**src/rtl/battle_pkg.sv**
```systemverilog
// Shared battle-machine definitions: request-handler FSM encoding, request kinds
// and the default HP constants that other blocks also use.
package battle_pkg;

  typedef enum logic [1:0] {
    StIdle,
    StApply,
    StDone
  } hp_state_e;

  localparam logic KIND_DMG  = 1'b0;
  localparam logic KIND_HEAL = 1'b1;

  localparam int unsigned MAX_HP = 100;
  localparam int unsigned LOW_HP = 20;

endpackage

```
**src/rtl/hp_channel.sv**
```systemverilog
// One combatant: HP register, sticky death flag and i-frame counter, with the
// clamped damage/heal arithmetic for a request aimed at this channel.
module hp_channel
  import battle_pkg::*;
#(
  parameter int unsigned HP_W       = 8,
  parameter int unsigned MaxHp      = 100,
  parameter int unsigned LowHp      = 20,
  parameter int unsigned IFRAME_CYC = 16,
  parameter int unsigned CNT_W      = 5
) (
  input  logic            clk,
  input  logic            rst_n,
  input  logic            restart_i,
  input  logic            apply_i,
  input  logic            heal_i,
  input  logic [HP_W-1:0] amt_i,
  output logic [HP_W-1:0] hp_o,
  output logic            dead_o,
  output logic            low_o,
  output logic            invuln_o,
  output logic [HP_W-1:0] applied_o
);

  logic [HP_W-1:0]  hp_q, hp_d;
  logic             dead_q, dead_d;
  logic [CNT_W-1:0] cnt_q, cnt_d;

  logic [HP_W:0]   heal_sum;
  logic [HP_W-1:0] heal_new, dmg_new, new_hp;
  logic            blocked;

  always_comb begin
    // One extra bit so a large heal cannot wrap before clamping.
    heal_sum = {1'b0, hp_q} + {1'b0, amt_i};
    heal_new = (heal_sum > (HP_W+1)'(MaxHp)) ? HP_W'(MaxHp) : heal_sum[HP_W-1:0];
    dmg_new  = (amt_i >= hp_q) ? '0 : hp_q - amt_i;
    new_hp   = (heal_i == KIND_HEAL) ? heal_new : dmg_new;
    blocked  = dead_q | ((heal_i == KIND_DMG) && (cnt_q != '0));
    if (blocked) begin
      applied_o = '0;
    end else if (heal_i == KIND_HEAL) begin
      applied_o = heal_new - hp_q;
    end else begin
      applied_o = hp_q - dmg_new;
    end
  end

  always_comb begin
    hp_d   = hp_q;
    dead_d = dead_q;
    cnt_d  = (cnt_q != '0) ? cnt_q - 1'b1 : '0;
    if (restart_i) begin
      hp_d   = HP_W'(MaxHp);
      dead_d = 1'b0;
      cnt_d  = '0;
    end else if (apply_i && !blocked) begin
      hp_d = new_hp;
      if (heal_i == KIND_DMG) begin
        if (new_hp == '0) dead_d = 1'b1;
        if (applied_o != '0) cnt_d = CNT_W'(IFRAME_CYC);
      end
    end
  end

  always_ff @(posedge clk or negedge rst_n) begin
    if (!rst_n) begin
      hp_q   <= HP_W'(MaxHp);
      dead_q <= 1'b0;
      cnt_q  <= '0;
    end else begin
      hp_q   <= hp_d;
      dead_q <= dead_d;
      cnt_q  <= cnt_d;
    end
  end

  assign hp_o     = hp_q;
  assign dead_o   = dead_q;
  assign invuln_o = (cnt_q != '0);
  assign low_o    = (hp_q != '0) && (hp_q <= HP_W'(LowHp));

endmodule

```
**src/rtl/hp_damage_unit.sv**
```systemverilog
// Hit-point manager for all combatants: accepts one damage/heal request per three
// cycles, applies it to the addressed hp_channel and reports with a done pulse.
module hp_damage_unit #(
  parameter int unsigned NUM_CH     = 2,
  parameter int unsigned HP_W       = 8,
  parameter int unsigned MAX_HP     = battle_pkg::MAX_HP,
  parameter int unsigned LOW_HP     = battle_pkg::LOW_HP,
  parameter int unsigned IFRAME_CYC = 16
) (
  input  logic                   clk,
  input  logic                   rst_n,
  input  logic                   restart,
  input  logic                   req_valid,
  output logic                   req_ready,
  input  logic [2:0]             req_ch,
  input  logic                   req_heal,
  input  logic [HP_W-1:0]        req_amt,
  output logic                   done,
  output logic [2:0]             done_ch,
  output logic [HP_W-1:0]        done_applied,
  output logic                   done_err,
  output logic [NUM_CH*HP_W-1:0] hp,
  output logic [NUM_CH-1:0]      dead,
  output logic [NUM_CH-1:0]      low,
  output logic [NUM_CH-1:0]      invuln,
  output logic                   all_foes_dead
);
  import battle_pkg::*;

  localparam int unsigned CntW = (IFRAME_CYC > 0) ? $clog2(IFRAME_CYC + 1) : 1;

  hp_state_e       state_q, state_d;
  logic [2:0]      ch_q;
  logic            heal_q;
  logic [HP_W-1:0] amt_q;
  logic            done_q, done_d;
  logic [2:0]      done_ch_q, done_ch_d;
  logic [HP_W-1:0] done_applied_q, done_applied_d;
  logic            done_err_q, done_err_d;

  logic            accept, bad_ch;
  logic [HP_W-1:0] applied_ch [NUM_CH];
  logic [HP_W-1:0] applied_sel;

  assign req_ready = (state_q == StIdle) && !restart;
  assign accept    = req_valid && req_ready;
  // Widened compare so NUM_CH = 8 does not alias to zero.
  assign bad_ch    = {1'b0, ch_q} >= 4'(NUM_CH);

  for (genvar k = 0; k < NUM_CH; k++) begin : g_ch
    hp_channel #(
      .HP_W      (HP_W),
      .MaxHp     (MAX_HP),
      .LowHp     (LOW_HP),
      .IFRAME_CYC(IFRAME_CYC),
      .CNT_W     (CntW)
    ) u_ch (
      .clk      (clk),
      .rst_n    (rst_n),
      .restart_i(restart),
      .apply_i  ((state_q == StApply) && (ch_q == 3'(k))),
      .heal_i   (heal_q),
      .amt_i    (amt_q),
      .hp_o     (hp[k*HP_W +: HP_W]),
      .dead_o   (dead[k]),
      .low_o    (low[k]),
      .invuln_o (invuln[k]),
      .applied_o(applied_ch[k])
    );
  end

  if (NUM_CH > 1) begin : g_foes
    assign all_foes_dead = &dead[NUM_CH-1:1];
  end else begin : g_no_foes
    assign all_foes_dead = 1'b0;
  end

  always_comb begin
    applied_sel = '0;
    for (int k = 0; k < NUM_CH; k++) begin
      if (ch_q == 3'(k)) applied_sel = applied_ch[k];
    end
  end

  always_comb begin
    state_d        = state_q;
    done_d         = 1'b0;
    done_ch_d      = done_ch_q;
    done_applied_d = done_applied_q;
    done_err_d     = done_err_q;
    unique case (state_q)
      StIdle:  if (accept) state_d = StApply;
      StApply: begin
        state_d        = StDone;
        done_d         = 1'b1;
        done_ch_d      = ch_q;
        done_err_d     = bad_ch;
        done_applied_d = bad_ch ? '0 : applied_sel;
      end
      StDone:  state_d = StIdle;
      default: state_d = StIdle;
    endcase
    if (restart) begin
      state_d = StIdle;
      done_d  = 1'b0;
    end
  end

  always_ff @(posedge clk or negedge rst_n) begin
    if (!rst_n) begin
      state_q        <= StIdle;
      ch_q           <= '0;
      heal_q         <= 1'b0;
      amt_q          <= '0;
      done_q         <= 1'b0;
      done_ch_q      <= '0;
      done_applied_q <= '0;
      done_err_q     <= 1'b0;
    end else begin
      state_q        <= state_d;
      done_q         <= done_d;
      done_ch_q      <= done_ch_d;
      done_applied_q <= done_applied_d;
      done_err_q     <= done_err_d;
      if (accept) begin
        ch_q   <= req_ch;
        heal_q <= req_heal;
        amt_q  <= req_amt;
      end
    end
  end

  assign done         = done_q;
  assign done_ch      = done_ch_q;
  assign done_applied = done_applied_q;
  assign done_err     = done_err_q;

endmodule

```
**config.mk**
```make
export PLATFORM = sky130hd
export DESIGN_NAME = hp_damage_unit
export DESIGN_NICKNAME = d
export VERILOG_FILES = /design/src/rtl/battle_pkg.sv /design/src/rtl/hp_channel.sv /design/src/rtl/hp_damage_unit.sv
export SDC_FILE = /design/constraint.sdc
export NUM_CORES = 1
export LEC_CHECK = 0
export ABC_AREA = 1
export CORE_UTILIZATION = 25
export CTS_BUF_LIST = sky130_fd_sc_hd__clkbuf_4
export CTS_CLUSTER_SIZE = 20
export DETAILED_ROUTE_END_ITERATION = 16
export GPL_TIMING_DRIVEN = 1
export SYNTH_ARGS = -nofsm -noshare
export SYNTH_HDL_FRONTEND = slang
export SYNTH_SLANG_ARGS = --single-unit
```
**constraint.sdc**
```tcl
create_clock -name clk -period 4.2 [get_ports clk]
set_clock_uncertainty 0.15 [all_clocks]
set_input_delay 0.63 -clock clk [delete_from_list [all_inputs] [get_ports clk]]
set_output_delay 0.63 -clock clk [all_outputs]
set_load 0.01 [all_outputs]
```
==> impl_metrics.env <==
export IMPL_outcome="finished clean"
export IMPL_crit_top_cell="nand2_1"
export IMPL_p_leak_nw=3.45
export IMPL_timing_fmax_mhz=255
export IMPL_nets=1031
export IMPL_async_flop_share_pct=100
export IMPL_maxSlewHeadroom_pct=38.5
export IMPL_ys_warn_count=0
export IMPL_final_antenna_net_count=0
export IMPL_synth_top_family_by_area="simple AND/OR/NAND/NOR gates"
export IMPL_worstRegToRegCells=29
export IMPL_synth_xor_area_share_pct=1.95
export IMPL_crit_path_end_kind="flip-flop"
export IMPL_slowest_stage="dfrtp_1"
export IMPL_core_um2=22800
export IMPL_grt_max_degree=39
export IMPL_io_pins=53
export IMPL_worst_pin_slew_ns=0.923
export IMPL_clock_latency_ns=0.44
export IMPL_synth_mux_area_share_pct=0
export IMPL_max_cap_violations=0
export IMPL_initial_core_util_pct=25.6
export IMPL_r2r_slack_ns=0.28
export IMPL_route_vias_total=5940
export IMPL_rows=55
export IMPL_htree_levels=2
export IMPL_cp_start_kind="flip-flop"
export IMPL_setup_ws_ns=0.278
export IMPL_die_height_um=155
export IMPL_track_usage_pct=15.5
export IMPL_preCtsSetupSlack_ns=0.0949
export IMPL_ir_worst_vdd_mv=0.171
export IMPL_cp_data_required_time_ns=4.41
export IMPL_period_share_pct=93.4
export IMPL_holdBufCountCts=0
export IMPL_p_per_area_nw_per_um2=469
export IMPL_die_area_um2=24000
export IMPL_dr_pass1_iters=9
export IMPL_cts_max_path_buffers=2
export IMPL_netlist_area_um2=5840
export IMPL_drive_gt1_share_pct=14.5
export IMPL_syn_to_final_growth_pct=21.7
export IMPL_place_area_um2=6790
export IMPL_design_area_um2=7100
export IMPL_grt_pass1_vias=5661
export IMPL_synth_cells=870
export IMPL_io_buffers=52
export IMPL_synth_edf_count=0
export IMPL_grt_first_pass_wirelength_mm=29.3
export IMPL_antenna_found_initial=1
export IMPL_path_clk_slew_ns=0.20
export IMPL_first_iter_violations=495
export IMPL_drt_total_wl_mm=18.4
export IMPL_drv_slew=0
export IMPL_cts_root_buf="clkbuf_4"
export IMPL_synth_ff_type="dfrtp_1"
export IMPL_num_fill_cells=2511
export IMPL_synth_seq_cells=55
export IMPL_cts_tree="yes"
export IMPL_fin_util_pct=31.2
export IMPL_drc=0
export IMPL_hp_class="primary input to async pin"
export IMPL_crit_type="flip-flop to flip-flop"
export IMPL_syn_mean_instance_area_um2=6.71
export IMPL_reg2reg_from="amt_q[1]"
export IMPL_synth_compound_area_share_pct=15.1
export IMPL_hpwl_mm=14.9
export IMPL_r2r_end="g_ch[1].u_ch.cnt_q[4]"
export IMPL_synth_distinct_cells=53
export IMPL_wl_per_cell_um=14.5
export IMPL_arrival_ns=4.13
export IMPL_crit_path_max_incr_delay_ns=0.46
export IMPL_hold_violations=0
export IMPL_cp_max_fo=8
export IMPL_synth_seq_area_share_pct=23.7
export IMPL_synthSimpleGateAreaFrac_pct=32.3
export IMPL_gp_congestion=0.933
export IMPL_viasPerCell=4.71
export IMPL_cts_buffers=5
export IMPL_syn_num_nets=954
export IMPL_overflow=0
export IMPL_die_w_um=155
export IMPL_clock_sinks=55
export IMPL_final_min_clock_period_ns=3.92
export IMPL_synth_adder_area_share_pct=15.6
export IMPL_setup_viol=0
repair_timing:
item | 4_1_cts | 5_1_grt
gates resized for setup | 0 | 36
setup buffers | 0 | 9
setup endpoints to repair | 0 | 3
synthesized netlist by cell type (3+ instances only):
master / instances / area, um^2
nand2_2: 11 / 68.8
inv_2: 15 / 56.3
xnor2_1: 9 / 78.8
buf_4: 7 / 52.6
o22ai_1: 10 / 62.6
nor3_1: 8 / 40.0
a21oi_1: 40 / 200
nand2_1: 217 / 815
o21ai_1: 8 / 40.0
nand3_2: 4 / 40.0
clkbuf_8: 5 / 68.8
o21ai_0: 46 / 230
or2_2: 3 / 18.8
fa_1: 8 / 160
dfrtp_1: 49 / 1230
o21bai_1: 3 / 22.5
nor2_1: 96 / 360
nand3_1: 72 / 360
nor2_2: 3 / 18.8
a211oi_1: 3 / 22.5
nand4_1: 7 / 43.8
inv_1: 117 / 439
o211ai_1: 6 / 45.0
ha_1: 60 / 751
xor2_1: 4 / 35.0
nand3b_1: 4 / 30.0
a21oi_2: 9 / 78.8
clkinv_1: 3 / 11.3
a31oi_1: 7 / 43.8
dfstp_2: 6 / 158
clkbuf_1: 3 / 11.3
worst max path at each step:
stage                                    start               endpoint  slack, ns  cells after the start
after floorplan           g_ch[0].u_ch.hp_o[1]  g_ch[0].u_ch.cnt_q[4]       0.34                     28
after global placement    g_ch[1].u_ch.hp_o[0]  g_ch[1].u_ch.cnt_q[4]       0.15                     28
after detailed placement              amt_q[1]  g_ch[0].u_ch.cnt_q[4]       0.09                     28
after CTS                             amt_q[1]  g_ch[0].u_ch.cnt_q[4]       0.05                     28
after global routing                  amt_q[1]  g_ch[1].u_ch.cnt_q[4]      -0.02                     29
final                                 amt_q[1]  g_ch[1].u_ch.cnt_q[4]       0.28                     29
layer usage:
| metal | track usage, % | vias to the layer above | share of wire (%) |
|---|---|---|---|
| met5 | 0 | - | 0 |
| met4 | 5.56 | 0 | 3.2 |
| met3 | 1.63 | 33 | 3.1 |
| met2 | 27.9 | 127 | 50 |
| met1 | 19.0 | 2808 | 43 |
| li1 | - | 2972 | - |
cell type report:
| type | count | area, um^2 | share of cell area, % |
|---|---|---|---|
| Antenna cell | 1 | 2.50 | 0.0352 |
| Clock buffer | 5 | 37.5 | 0.529 |
| Clock inverter | 3 | 27.5 | 0.388 |
| Inverter | 135 | 510 | 7.19 |
| Multi-Input combinational cell | 662 | 3960 | 55.8 |
| Sequential cell | 55 | 1390 | 19.5 |
| Tap cell | 313 | 392 | 5.51 |
| Timing Repair Buffer | 88 | 786 | 11.1 |
cells in the final DEF, fill, tap and decap left out, types with 3 or more instances in the layout:
cell,netlist,routed
a21oi_1,40,36
fa_1,8,4
ha_1,60,50
nand3_1,72,71
nand3b_1,4,4
nor3_1,8,8
ha_4,0,6
a21oi_2,9,13
ha_2,0,4
o22ai_1,10,10
fa_2,0,4
dfrtp_1,49,48
nor2_1,96,93
dfstp_2,6,6
o21ai_0,46,45
inv_1,117,116
clkbuf_4,0,5
inv_2,15,15
xnor2_1,9,8
o21bai_1,3,3
o211ai_1,6,6
buf_4,7,36
clkdlybuf4s50_1,0,51
o21ai_1,8,8
nor2_2,3,6
a31oi_1,7,5
nand2_1,217,214
clkinv_1,3,3
or2_2,3,3
nand2_2,11,13
xor2_1,4,4
nand3_2,4,5
nand4_1,7,7
a211oi_1,3,3
sequential cells by signal, summed over array words and instances, names as in the netlist:
register,cells
amt_q,8
ch_q,3
done,1
done_applied,8
done_ch,3
done_err,1
g_ch.u_ch.cnt_q,10
g_ch.u_ch.dead_o,2
g_ch.u_ch.hp_o,16
heal_q,1
state_q,2
critical path: cells and delay by family (launching register included):
family | cells | cell delay, ns
and+or+nand+nor | 18 | 1.68
AOI/OAI and AO/OA | 4 | 0.43
xor gates and xnor gates | 1 | 0.16
buffers and inverters | 4 | 0.48
DFF | 1 | 0.46
adders and majority gates | 2 | 0.46
report_power, final:
group / leakage [nW] / total [W] / internal, W / switching [W]
Clock: 0.0337 / 0.000288 / 0.0000718 / 0.000217
Sequential: 0.704 / 0.000699 / 0.000628 / 0.0000715
Combinational: 2.71 / 0.00235 / 0.000923 / 0.00142
stage by stage:
step	setup TNS [ns]	hold slack, ns	total power [W]	instances
floorplan	0	0.184	0.00234	870
global placement	0	0.294	0.00290	1244
detailed placement	0	0.297	0.00292	1244
CTS	0	0.167	0.00322	1252
global route	-0.0367	0.196	0.00368	1262
finish	0	0.153	0.00333	1262
logic make-up after synthesis:
family,Yosys count
adders and majority gates,68
xor gates and xnor gates,13
and+or+nand+nor,433
AOI/OAI and AO/OA,148
DFF,55
buffers and inverters,153
No activity file was read; power rests on OpenSTA's default activity.
